File: config.mk
export PLATFORM = sky130hd
export DESIGN_NAME = spi_reg_ctrl
export DESIGN_NICKNAME = d
export VERILOG_FILES = /design/src/rtl/spi_reg_pkg.sv /design/src/rtl/spi_reg_ctrl.sv
export SDC_FILE = /design/constraint.sdc
export NUM_CORES = 1
export LEC_CHECK = 0
export CAP_MARGIN = 10
export CORE_MARGIN = 2
export CORE_UTILIZATION = 48
export DETAILED_ROUTE_END_ITERATION = 6
export GPL_TIMING_DRIVEN = 0
export PLACE_DENSITY = 0.79
export SYNTH_ARGS = -nofsm -noshare
export SYNTH_HDL_FRONTEND = slang
export SYNTH_SLANG_ARGS = --single-unit
export TNS_END_PERCENT = 100
File: constraint.sdc
create_clock -name sys_clk -period 2.1 [get_ports sys_clk]
set_input_delay 0.63 -clock sys_clk [delete_from_list [all_inputs] [get_ports sys_clk]]
set_output_delay 0.63 -clock sys_clk [all_outputs]
set_load 0.05 [all_outputs]
File: src/rtl/spi_reg_pkg.sv
// Shared definitions for the SPI-to-register-bus command sequencer.
// Holds the sequencer state encoding, the command-byte read flag position
// and the default parameter values used by spi_reg_ctrl.
package spi_reg_pkg;

  typedef enum logic [3:0] {
    IDLE,
    CMD,
    WR_HI,
    WR_LO,
    WR_BUS,
    RD_BUS,
    RD_HI,
    RD_LO,
    DRAIN
  } state_t;

  // Bit of the command byte that selects a read (1) or a write (0).
  localparam int unsigned CMD_RD_BIT      = 7;
  localparam int unsigned DEF_ADDR_W      = 7;
  localparam int unsigned DEF_ACK_TIMEOUT = 255;

endpackage

File: src/rtl/spi_reg_ctrl.sv
// Command sequencer between the SPI byte slave and the parameter register bus.
// Frames the MOSI byte stream into a command byte followed by 16-bit words,
// issues req/ack register writes or reads, auto-increments the address for
// bursts and schedules read-back bytes for MISO.
//
// Ports:
//   sys_clk, sys_rst            clock, synchronous active-high reset
//   spi_cs_active               chip select asserted
//   spi_rx_byte/spi_rx_valid    received byte and its one-cycle strobe
//   spi_tx_byte/spi_tx_load     next MISO byte and its one-cycle load strobe
//   reg_addr/reg_wdata          register bus address and write data
//   reg_we/reg_re               write/read request, held until ack or timeout
//   reg_ack/reg_rdata           bus completion and read data
//   busy                        sequencer not idle
//   err_overrun/err_timeout     sticky error flags, cleared on reset or CS rise
module spi_reg_ctrl
  import spi_reg_pkg::*;
#(
  parameter int unsigned ADDR_W      = DEF_ADDR_W,
  parameter int unsigned ACK_TIMEOUT = DEF_ACK_TIMEOUT
) (
  input  logic              sys_clk,
  input  logic              sys_rst,
  input  logic              spi_cs_active,
  input  logic [7:0]        spi_rx_byte,
  input  logic              spi_rx_valid,
  output logic [7:0]        spi_tx_byte,
  output logic              spi_tx_load,
  output logic [ADDR_W-1:0] reg_addr,
  output logic [15:0]       reg_wdata,
  output logic              reg_we,
  output logic              reg_re,
  input  logic              reg_ack,
  input  logic [15:0]       reg_rdata,
  output logic              busy,
  output logic              err_overrun,
  output logic              err_timeout
);

  localparam int unsigned TW = $clog2(ACK_TIMEOUT + 1);

  state_t        state, state_nxt;
  logic          cs_q;
  logic          cs_rise;
  logic [TW-1:0] tmo_cnt;
  logic          req_active;
  logic          tmo_hit;
  logic          bus_done;
  logic          drain_rd;
  logic [7:0]    rd_lo_q;
  logic          tx_load_nxt;

  assign cs_rise    = spi_cs_active & ~cs_q;
  assign req_active = (state == WR_BUS) || (state == RD_BUS) || (state == DRAIN);
  // Timeout fires on the ACK_TIMEOUT-th request cycle; an ack in that same
  // cycle still wins.
  assign tmo_hit    = req_active && !reg_ack && (tmo_cnt == TW'(ACK_TIMEOUT - 1));
  assign bus_done   = req_active && (reg_ack || tmo_hit);

  always_ff @(posedge sys_clk) begin
    if (sys_rst) state <= IDLE;
    else         state <= state_nxt;
  end

  // A byte arriving together with CS deassertion is still consumed; the
  // following state then sees CS low and exits (via DRAIN if it requests).
  always_comb begin
    state_nxt = state;
    case (state)
      IDLE:   if (cs_rise) state_nxt = CMD;
      CMD: begin
        if (spi_rx_valid)        state_nxt = spi_rx_byte[CMD_RD_BIT] ? RD_BUS : WR_HI;
        else if (!spi_cs_active) state_nxt = IDLE;
      end
      WR_HI: begin
        if (spi_rx_valid)        state_nxt = WR_LO;
        else if (!spi_cs_active) state_nxt = IDLE;
      end
      WR_LO: begin
        if (spi_rx_valid)        state_nxt = WR_BUS;
        else if (!spi_cs_active) state_nxt = IDLE;
      end
      WR_BUS: begin
        if (bus_done)            state_nxt = spi_cs_active ? WR_HI : IDLE;
        else if (!spi_cs_active) state_nxt = DRAIN;
      end
      RD_BUS: begin
        if (bus_done)            state_nxt = spi_cs_active ? RD_HI : IDLE;
        else if (!spi_cs_active) state_nxt = DRAIN;
      end
      RD_HI: begin
        if (spi_rx_valid)        state_nxt = RD_LO;
        else if (!spi_cs_active) state_nxt = IDLE;
      end
      RD_LO: begin
        if (spi_rx_valid)        state_nxt = RD_BUS;
        else if (!spi_cs_active) state_nxt = IDLE;
      end
      DRAIN:  if (bus_done) state_nxt = IDLE;
      default: state_nxt = IDLE;
    endcase
  end

  always_comb begin
    reg_we      = 1'b0;
    reg_re      = 1'b0;
    busy        = (state != IDLE);
    case (state)
      WR_BUS: reg_we = 1'b1;
      RD_BUS: reg_re = 1'b1;
      DRAIN: begin
        reg_we = ~drain_rd;
        reg_re = drain_rd;
      end
      default: ;
    endcase
    tx_load_nxt = ((state == RD_BUS) && (state_nxt == RD_HI)) ||
                  ((state == RD_HI)  && (state_nxt == RD_LO));
  end

  always_ff @(posedge sys_clk) begin
    if (sys_rst) begin
      cs_q        <= 1'b0;
      tmo_cnt     <= '0;
      reg_addr    <= '0;
      reg_wdata   <= '0;
      rd_lo_q     <= '0;
      drain_rd    <= 1'b0;
      spi_tx_byte <= '0;
      spi_tx_load <= 1'b0;
      err_overrun <= 1'b0;
      err_timeout <= 1'b0;
    end else begin
      cs_q        <= spi_cs_active;
      spi_tx_load <= tx_load_nxt;
      // Runs across the RD_BUS/WR_BUS -> DRAIN hand-over: same request.
      tmo_cnt     <= (req_active && !bus_done) ? tmo_cnt + TW'(1) : '0;
      if (state != DRAIN) drain_rd <= (state == RD_BUS);

      case (state)
        CMD:    if (spi_rx_valid) reg_addr <= spi_rx_byte[ADDR_W-1:0];
        WR_HI:  if (spi_rx_valid) reg_wdata[15:8] <= spi_rx_byte;
        WR_LO:  if (spi_rx_valid) reg_wdata[7:0]  <= spi_rx_byte;
        WR_BUS: if (bus_done) reg_addr <= reg_addr + ADDR_W'(1);
        RD_BUS: begin
          if (bus_done) begin
            rd_lo_q     <= reg_ack ? reg_rdata[7:0]  : 8'h00;
            spi_tx_byte <= reg_ack ? reg_rdata[15:8] : 8'h00;
          end
        end
        RD_HI:  if (spi_rx_valid) spi_tx_byte <= rd_lo_q;
        RD_LO:  if (spi_rx_valid) reg_addr <= reg_addr + ADDR_W'(1);
        default: ;
      endcase

      if (cs_rise) begin
        err_overrun <= 1'b0;
        err_timeout <= 1'b0;
      end else begin
        if (spi_rx_valid && ((state == WR_BUS) || (state == RD_BUS))) err_overrun <= 1'b1;
        if (tmo_hit) err_timeout <= 1'b1;
      end
    end
  end

endmodule

==> results by group <==
Floorplan
  – Ports: 66
  – Core ar.: 5140 um2
  – FP Rows: 26
  – Die Width: 77.10 um
  – Initial Util: 49.90%
  – Die outline height: 77.10 um
  – Die Area: 5944 um2

STA
  – Layout Skew: 0.008023 ns
  – Final critical path time including I/O delays and setup: 2.132 ns
  – Worst Setup Slack, final: -0.03222 ns
  – Final Max Slew Viols: 0
  – Final setup viols: 1
  – Setup_tns: -0.03222 ns
  – Relative slew slack: 63.49%
  – Worst hold slack: 0.4579 ns
  – Worst-Margin Slew: 0.5457 ns
  – Period utilization: 101.5%
  – RSZ-0062 raised after global routing: yes
  – Fin. Hold Viols: 0
  – F_max: 0.4690 GHz

Layout
  – Layout cells sized above 1: 12.31%
  – Non-Filler Instances: 460
  – Most common library cell in the layout ignoring fill and taps: dfxtp_1
  – Area growth from synthesis to layout: 39.22%
  – Ant diodes: 0
  – Area occupied by multi-input gates: 1378 um2
  – Commonest non-fill, non-tap cells in the layout: dfxtp_1 (53), nand2_1 (39), nor2_1 (39)
  – Sequential Area: 1130 um2
  – Layout fillers: 458
  – Util after Layout: 69.47%
  – Nets: 421

Global route
  – First-pass GRT wire length: 10.98 mm
  – Gr ovfl total: 0
  – Gr usage total: 22.85%
  – Initial antenna violation count: 0
  – Largest net degree at the start of global routing: 18
  – Vias in the first global route: 2321

Critical path
  – Critical path endpoint category: output pin
  – Critical R2R Launch: state[0]
  – Crit path launch type: flop
  – CP max stage cell: dfxtp_4
  – Worst Path Required: 1.47 ns
  – R2r endpoint: rd_lo_q[0]
  – Crit path DAT: 1.50 ns
  – Slowest stage delay, CP: 0.37 ns
  – R2R Setup Slk: 0.21 ns
  – Crit path max fanout: 10
  – WS Path Type: flop to output pin
  – Top delay family on crit path: flip-flops
  – Worst r2r path cells: 9
  – CP bufs+invs: 2
  – CP cell instances: buf_8, or3_4, a21oi_4, buf_6

Route
  – DRC viols: 0
  – Vias: 2547
  – Post-DRT Antenna Nets: 0
  – Via density per instance: 5.537
  – WL/cell: 15.15 um
  – Post-Route WL: 6.969 mm
  – Drt pass-1 iters: 6
  – DR iter-0 viols: 130

Pwr
  – Pwr dens: 594.2 nW/um2
  – P_leak: 0.001623 uW
  – Worst vdd ir: 0.4007 mV

Worst hold path
  – Hold Path Sink: reg_wdata[8]
  – Min-delay worst type: flop to flop
  – Hold_sp: reg_wdata[8]
  – Hold path cells: 2

Placed design
  – IO Port Bufs: 64
  – Placed cells: 448
  – GPL Wtd Cong: 0.9110
  – Detailed placement HPWL: 4.823 mm

Synth
  – Seq/Total Area, Yosys: 43.71%
  – Average size of a mapped cell: 8.169 um2
  – Post-synth cell types: 49
  – FFs w/ async S/R, synth: 0%
  – Post-synth top flop: dfxtp_1
  – Number of synthesized flops with an enable pin: 0
  – Synth Instances: 314
  – Synthesis Warnings: 0
  – Synthesized net count: 346
  – Register bit count reported by yosys: 56
  – Post-Syn Area: 2565 um2

Flow run
  – Max_cap viols: 0

Clocking
  – Root Buffer: clkbuf_8
  – TritonCTS Sinks: 56
  – Clock Pin Slew Worst Setup and Hold Paths: 0.10 ns
  – CTS tree: done
  – Total CTS buffers: 5
  – H-tree depth: 2
  – Clk_lat worst skew: 0.31 ns
  – Clock buffer depth: 2

Outcome
  – Violations in the final reports: negative setup slack
  – Status: finished with violations
[per-stage QoR]
stage	setup slack (ns)	instance area (um2)	total power (uW)
after CTS	-0.03004	3453	2117
after detailed placement	-0.6776	3299	1387
final	-0.03222	3571	2122
after floorplan	0.1378	2571	1270
after global routing	-0.07085	3571	2200
after global placement	-0.6102	3299	1384
[worst max path at each step]
stage,start,end,slack (ns),cells after the start
floorplan,state[3],reg_we,0.14,3
global route,state[2],reg_we,-0.07,4
finish,state[2],reg_we,-0.03,4
global placement,reg_ack,spi_tx_byte[5],-0.61,7
CTS,state[2],reg_we,-0.03,4
detailed placement,reg_ack,spi_tx_byte[5],-0.68,7
[cell type report]
type	count	area share, %
buffer	22	3.819
timing repair buffer	69	19.69
sequential	56	31.64
clock buffer	6	2.313
clock inverter	2	1.086
multi-input combinational	231	38.58
inverter	4	0.4205
tap	70	2.453
[logic make-up after synthesis]
group	share of synthesized area, %
AO/OA/AOI/OAI	15.51
XOR/XNOR	2.390
adder cells (fa/ha/maj)	1.464
buffers and inverters	4.926
flip-flops	43.71
multiplexers	4.732
AND/OR/NAND/NOR	27.27
[worst min-delay path, cell delays in order (launching register included)]
cell and delay (ns):
dfxtp_1 0.32, nand2_1 0.05, a21oi_1 0.05
[per-layer routing]
metal	vias to the layer above	wire length, um	track usage (%)
met3	5	314	5.059
met4	0	41	5.893
met1	1225	3052	28.27
met5	-	0	0
met2	76	3560	40.18
li1	1241	-	-
[report_power, final]
part | internal (uW) | switching, uW | leakage [uW]
clock | 390 | 354 | 0.0000614
sequential | 1070 | 13.9 | 0.000454
combinational | 124 | 166 | 0.00111
[flip-flops by register name, summed over array words and instances (netlist names)]
| name | count |
|---|---|
| reg_wdata | 16 |
| rd_lo_q | 8 |
| spi_tx_byte | 8 |
| tmo_cnt | 8 |
| reg_addr | 7 |
| state | 4 |
| cs_q | 1 |
| drain_rd | 1 |
| err_overrun | 1 |
| err_timeout | 1 |
| spi_tx_load | 1 |
[synth_stat cells, drive strengths merged (2+ instances only)]
| library cell | number | area share, % |
|---|---|---|
| o21a | 2 | 0.59 |
| nand2b | 6 | 1.5 |
| nor3 | 7 | 1.4 |
| and2 | 2 | 0.49 |
| nor2 | 41 | 6.0 |
| and3 | 2 | 0.49 |
| o21ai | 7 | 1.5 |
| a311oi | 8 | 2.7 |
| nand2 | 39 | 5.7 |
| a31oi | 2 | 0.49 |
| nor2b | 5 | 1.5 |
| o32ai | 2 | 0.68 |
| nand3 | 32 | 6.2 |
| buf | 9 | 2.3 |
| clkbuf | 14 | 2.0 |
| dfxtp | 56 | 44 |
| xnor2 | 2 | 0.68 |
| nand3b | 2 | 0.59 |
| inv | 4 | 0.59 |
| xor2 | 5 | 1.7 |
| or3 | 5 | 1.4 |
| mux2i | 11 | 4.3 |
| a21o | 3 | 0.88 |
| a21oi | 27 | 5.3 |
| or2 | 2 | 0.49 |
| ha | 3 | 1.5 |
[timing repair]
action                                  in CTS  in global routing
endpoints found under the setup margin      52                 45
gates resized for setup                     50                 35
setup buffers                                2                  3
pin swaps                                    2                  3
hold buffers                                 0                  0
Note: power is estimated with default switching activity, not from simulation.
==> variant 1 (config.mk and constraints unchanged) <==
Put one more register stage on the output `err_timeout`, cleared by the reset. The value now appears one clock later. The other outputs are not delayed to match.
--- a/src/rtl/spi_reg_ctrl.sv
+++ b/src/rtl/spi_reg_ctrl.sv
@@ -40,2 +40,4 @@
   localparam int unsigned TW = $clog2(ACK_TIMEOUT + 1);
+
+  logic err_timeout_s0;
 
@@ -131,3 +133,3 @@
       err_overrun <= 1'b0;
-      err_timeout <= 1'b0;
+      err_timeout_s0 <= 1'b0;
     end else begin
@@ -157,7 +159,15 @@
         err_overrun <= 1'b0;
-        err_timeout <= 1'b0;
+        err_timeout_s0 <= 1'b0;
       end else begin
         if (spi_rx_valid && ((state == WR_BUS) || (state == RD_BUS))) err_overrun <= 1'b1;
-        if (tmo_hit) err_timeout <= 1'b1;
+        if (tmo_hit) err_timeout_s0 <= 1'b1;
       end
+    end
+  end
+
+  always_ff @(posedge sys_clk) begin
+    if (sys_rst) begin
+      err_timeout <= '0;
+    end else begin
+      err_timeout <= err_timeout_s0;
     end
Formal check against the unedited RTL: no difference found for any inputs over 10 cycles, from zero or initial values and one cycle with sys_rst high; that may be too few to reach the edited logic, so the function may still have changed.
==> variant 1 against the original RTL <==
  * The run still ends with negative setup slack left
  * Synthesized area rose by 1.0%
  * Routed wire length rose by 3.3%
  * Power is 7.6% higher
  * Setup slack got worse by 47 ps
  * Final area is 1.6% higher
  * Sequential cell count rose by 1
  * Cell count rose by 2.2%
  * Critical path depth unchanged
  * Register-to-register slack got worse by 80 ps
  * Critical path type unchanged
  * Highest routed layer unchanged
==> variant 1: results (changes against the original RTL) <==
buffer share of cell area 0.220 (-0.0155); multi-input gate count 232 (+0.43%); Reg clk slew, reported paths 60 ps (-40 ps); dpl ws -648 ps (+29.6 ps); vias per cell 5.57 (+0.68%); fraction of layout cells with a size suffix above 1 0.148 (+0.0244); status complete, but fails checks; Pleak 0.00146 uW (-9.9%); DP Wirelength 4.86 mm (+0.73%); total setup buffers inserted after CTS 0 (-2); Final TNS setup -79.5 ps (-47.2 ps); met3 WL post-DR 459 um (+46%); vias in the first global route 2477 (+6.7%); gr usage total 0.245 (+0.0162); bufs w/o clock 92 (+1.1%); worst slew pin tran 585 ps (+38.9 ps); footprint of the multi-input gates 1420 um2 (+2.9%); crit-path max FO 5 (-5); # fillers 437 (-4.6%); top post-synthesis cells by area dfxtp_1 (44%), nand3_1 (6.2%), nor2_1 (5.9%); met2 Usage GRT 0.403 (+0.000854); Vias 2620 (+2.9%); Avg Inst Size Synth 8.20 um2 (+0.38%); Sequential Area 1150 um2 (+1.8%); syn_nets 348 (+0.58%); clk_lat worst skew 340 ps (+30 ps); setup ws final -79.5 ps (-47.2 ps); # nets final 428 (+1.7%); GRT met3 Usage 0.0570 (+0.00639); TritonCTS Buffers 9 (+4); Max Clock Skew 6.82 ps (-1.20 ps); largest net degree at the start of global routing 11 (-7); CLK BUF 12 (+6); first-pass GRT wire length 11.8 mm (+7.2%); Final setup viols 1 (unchanged); Worst Path Arrival 1550 ps (+50 ps); dpl cell area 3330 um2 (+0.80%); Post-CTS Resized 68 (+36%); met2 wire length 3.46 mm (-2.7%); failing checks negative setup slack; H-tree Lvls 3 (+1); clock network area share 0.0448 (+0.0108); routing usage on met1 0.313 (+0.0307)
variant 1: logic make-up after synthesis:
logic type      after synthesis  share of synthesized area
compound gates               61                      0.154
xor+xnor                      7                     0.0237
fa+ha+maj                     3                     0.0145
buf+inv                      27                     0.0488
flops                        57                      0.440
mux                          12                     0.0468
simple gates                149                      0.272
variant 1: power breakdown:
group | leakage [uW] | internal, uW | total, uW | switching, uW
sequential | 0.000462 | 1090 | 1110 | 14.1
combinational | 0.000919 | 127 | 298 | 171
clock | 0.0000822 | 450 | 877 | 427
total | 0.00146 | 1670 | 2280 | 612
variant 1: worst paths after layout:
| check | from | endpoint | depth (start not counted) |
|---|---|---|---|
| worst min register to register | rd_lo_q[0] | rd_lo_q[0] | 2 |
| worst max-delay path | state[2] | reg_we | 4 |
| worst max register to register | tmo_cnt[2] | reg_addr[0] | 5 |
| worst min-delay path | rd_lo_q[0] | rd_lo_q[0] | 2 |
==> variant 2 (config.mk and constraints unchanged) <==
Made on the original files. Set the package constant `DEF_ACK_TIMEOUT` to 510 (it was 255).
--- a/src/rtl/spi_reg_pkg.sv
+++ b/src/rtl/spi_reg_pkg.sv
@@ -20,3 +20,3 @@
   localparam int unsigned DEF_ADDR_W      = 7;
-  localparam int unsigned DEF_ACK_TIMEOUT = 255;
+  localparam int unsigned DEF_ACK_TIMEOUT = 510;
 
Behaviour: same outputs for any inputs over 4 cycles, from zero or initial values and one cycle with sys_rst high; that may be too few to reach the edited logic, so the function may still have changed.
==> variant 2 against the original RTL <==
  * The run still ends with negative setup slack left
  * Synthesized cell count fell by 0.96%
  * Die area rose by 4.1%
  * First-iteration DRC count rose by 30%
  * Sequential share of layout area fell by 0.66 points
  * Sequential cell count rose by 1
  * Clock power rose by 23%
  * Setup slack got worse by 130 ps
  * Combinational power rose by 7.2%
  * Synthesized area rose by 4.3%
  * Final area rose by 3.7%
  * Routed wire length fell by 2.9%
  * Power rose by 10%
  * Core utilization fell by 1.4 points
  * Maximum frequency fell by 5.8%
  * Critical path type unchanged
  * Critical endpoint is now reg_re
==> variant 2: results (changes against the original RTL) <==
status complete, but fails checks; failing checks negative setup slack; # fillers 456 (-0.44%); dpl ws -582 ps (+95.4 ps); port bufs 63 (-1.6%); post-synthesis sequential area ratio 0.426 (-0.0107); gr usage total 0.227 (-0.00184); Pleak 0.00177 uW (+8.9%); TritonCTS Buffers 9 (+4); fraction of layout cells with a size suffix above 1 0.136 (+0.0126); crit-path max FO 10 (unchanged); # nets final 425 (+0.95%); NetSw 616 uW (+15%); Commonest cells post-synth dfxtp_1 (57), nor2_1 (46), nand2_1 (29); dpl cell area 3400 um2 (+3.2%); slowest CP cell or3b_4; worst slew pin tran 529 ps (-16.4 ps); crit-path max cell delay 410 ps (+40 ps); top post-synthesis cells by area dfxtp_1 (43%), mux2i_1 (6.7%), nor2_1 (6.5%); H-tree Lvls 3 (+1); post-synthesis adder-cell area fraction 0.0140 (-0.000609); wire length on met1 3.07 mm (+0.69%); met3 WL post-DR 491 um (+56%); first-pass GRT wire length 11.1 mm (+0.82%); met2 wire length 3.04 mm (-15%); critical path's top delay family simple AND/OR/NAND/NOR gates; Final setup viols 2 (+1); setup ws final -164 ps (-131 ps); Post-Synth XOR/XNOR Area 0.0229 (-0.000995); syn_nets 343 (-0.87%); maximum VDD drop 491 uV (+23%); Reg clk slew, reported paths 60 ps (-40 ps); DP Wirelength 4.52 mm (-6.3%); clk_lat worst skew 330 ps (+20 ps); Max Clock Skew 7.18 ps (-0.846 ps); multiplexer share of the synthesized area 0.0715 (+0.0242); detailed-route wire length per cell 14.4 um (-4.9%); largest net degree at the start of global routing 12 (-6); Final TNS setup -184 ps (-152 ps); vias in the first global route 2268 (-2.3%); Worst Path Arrival 1630 ps (+130 ps); 1st-pass router iterations 4 (-2)
-- variant 2: changes by cell type in the layout (fill, tap and decap cells not counted), sizes merged, moves of 5 or more --
cell,change
dlygate4sd2,+5
nand2,-10
nand3,-10
nor2,+5
mux2i,+7
clkbuf,+7
-- variant 2: per-layer routing --
layer / vias up / global-route usage
met4: 0 / 0.0842
li1: 1251 / -
met3: 17 / 0.0862
met1: 1159 / 0.295
met2: 92 / 0.340
met5: - / 0
-- variant 2: power by group through the flow --
stage	logic [uW]	clock network (uW)	registers (uW)
floorplan	144	0	1170
global placement	293	0	1130
detailed placement	294	0	1130
CTS	304	927	1110
global route	330	1010	1110
finish	311	914	1110
-- variant 2: stage by stage --
stage,util,total power (uW),std cells
2_1_floorplan,-,1310,311
3_3_place_gp,0.626,1430,446
3_5_place_dp,0.626,1430,446
4_1_cts,0.673,2340,470
5_1_grt,0.681,2450,470
6_report,0.681,2330,470
-- variant 2: final timing paths --
path              start          end  slack [ps]  cells past startpoint
max            state[0]       reg_re        -160                      6
max reg2reg    state[3]  reg_addr[5]         130                      8
min reg2reg  rd_lo_q[0]   rd_lo_q[0]         450                      2
min          rd_lo_q[0]   rd_lo_q[0]         450                      2
-- variant 2: cell families after synthesis --
logic type / count (synthesis)
AND/OR/NAND/NOR: 138
adder cells (fa/ha/maj): 3
buffers and inverters: 28
AO/OA/AOI/OAI: 59
multiplexers: 19
flip-flops: 57
XOR/XNOR: 7
-- variant 2: worst reg2reg max path: stages (launching register included) --
cell and delay [ps]:
dfxtp_2 340, buf_6 120, buf_4 130, or2b_4 250, buf_4 160, o32a_4 390
buf_6 150, a21oi_1 170, o32ai_2 110
-- variant 2: final cells by class --
| class | instances | area [um2] | area share |
|---|---|---|---|
| buffer | 21 | 136 | 0.0368 |
| multi-input combinational | 226 | 1420 | 0.382 |
| tap | 72 | 90.1 | 0.0243 |
| inverter | 6 | 22.5 | 0.00608 |
| clock inverter | 3 | 15.0 | 0.00405 |
| clock buffer | 13 | 159 | 0.0429 |
| timing repair buffer | 72 | 717 | 0.194 |
| sequential | 57 | 1150 | 0.310 |
-- variant 2: repair_timing --
item / 4_1_cts / 5_1_grt
buffers inserted: 9 / 0
pin swaps: 2 / 0
gates resized for setup: 55 / 16
endpoints found under the setup margin: 30 / 21
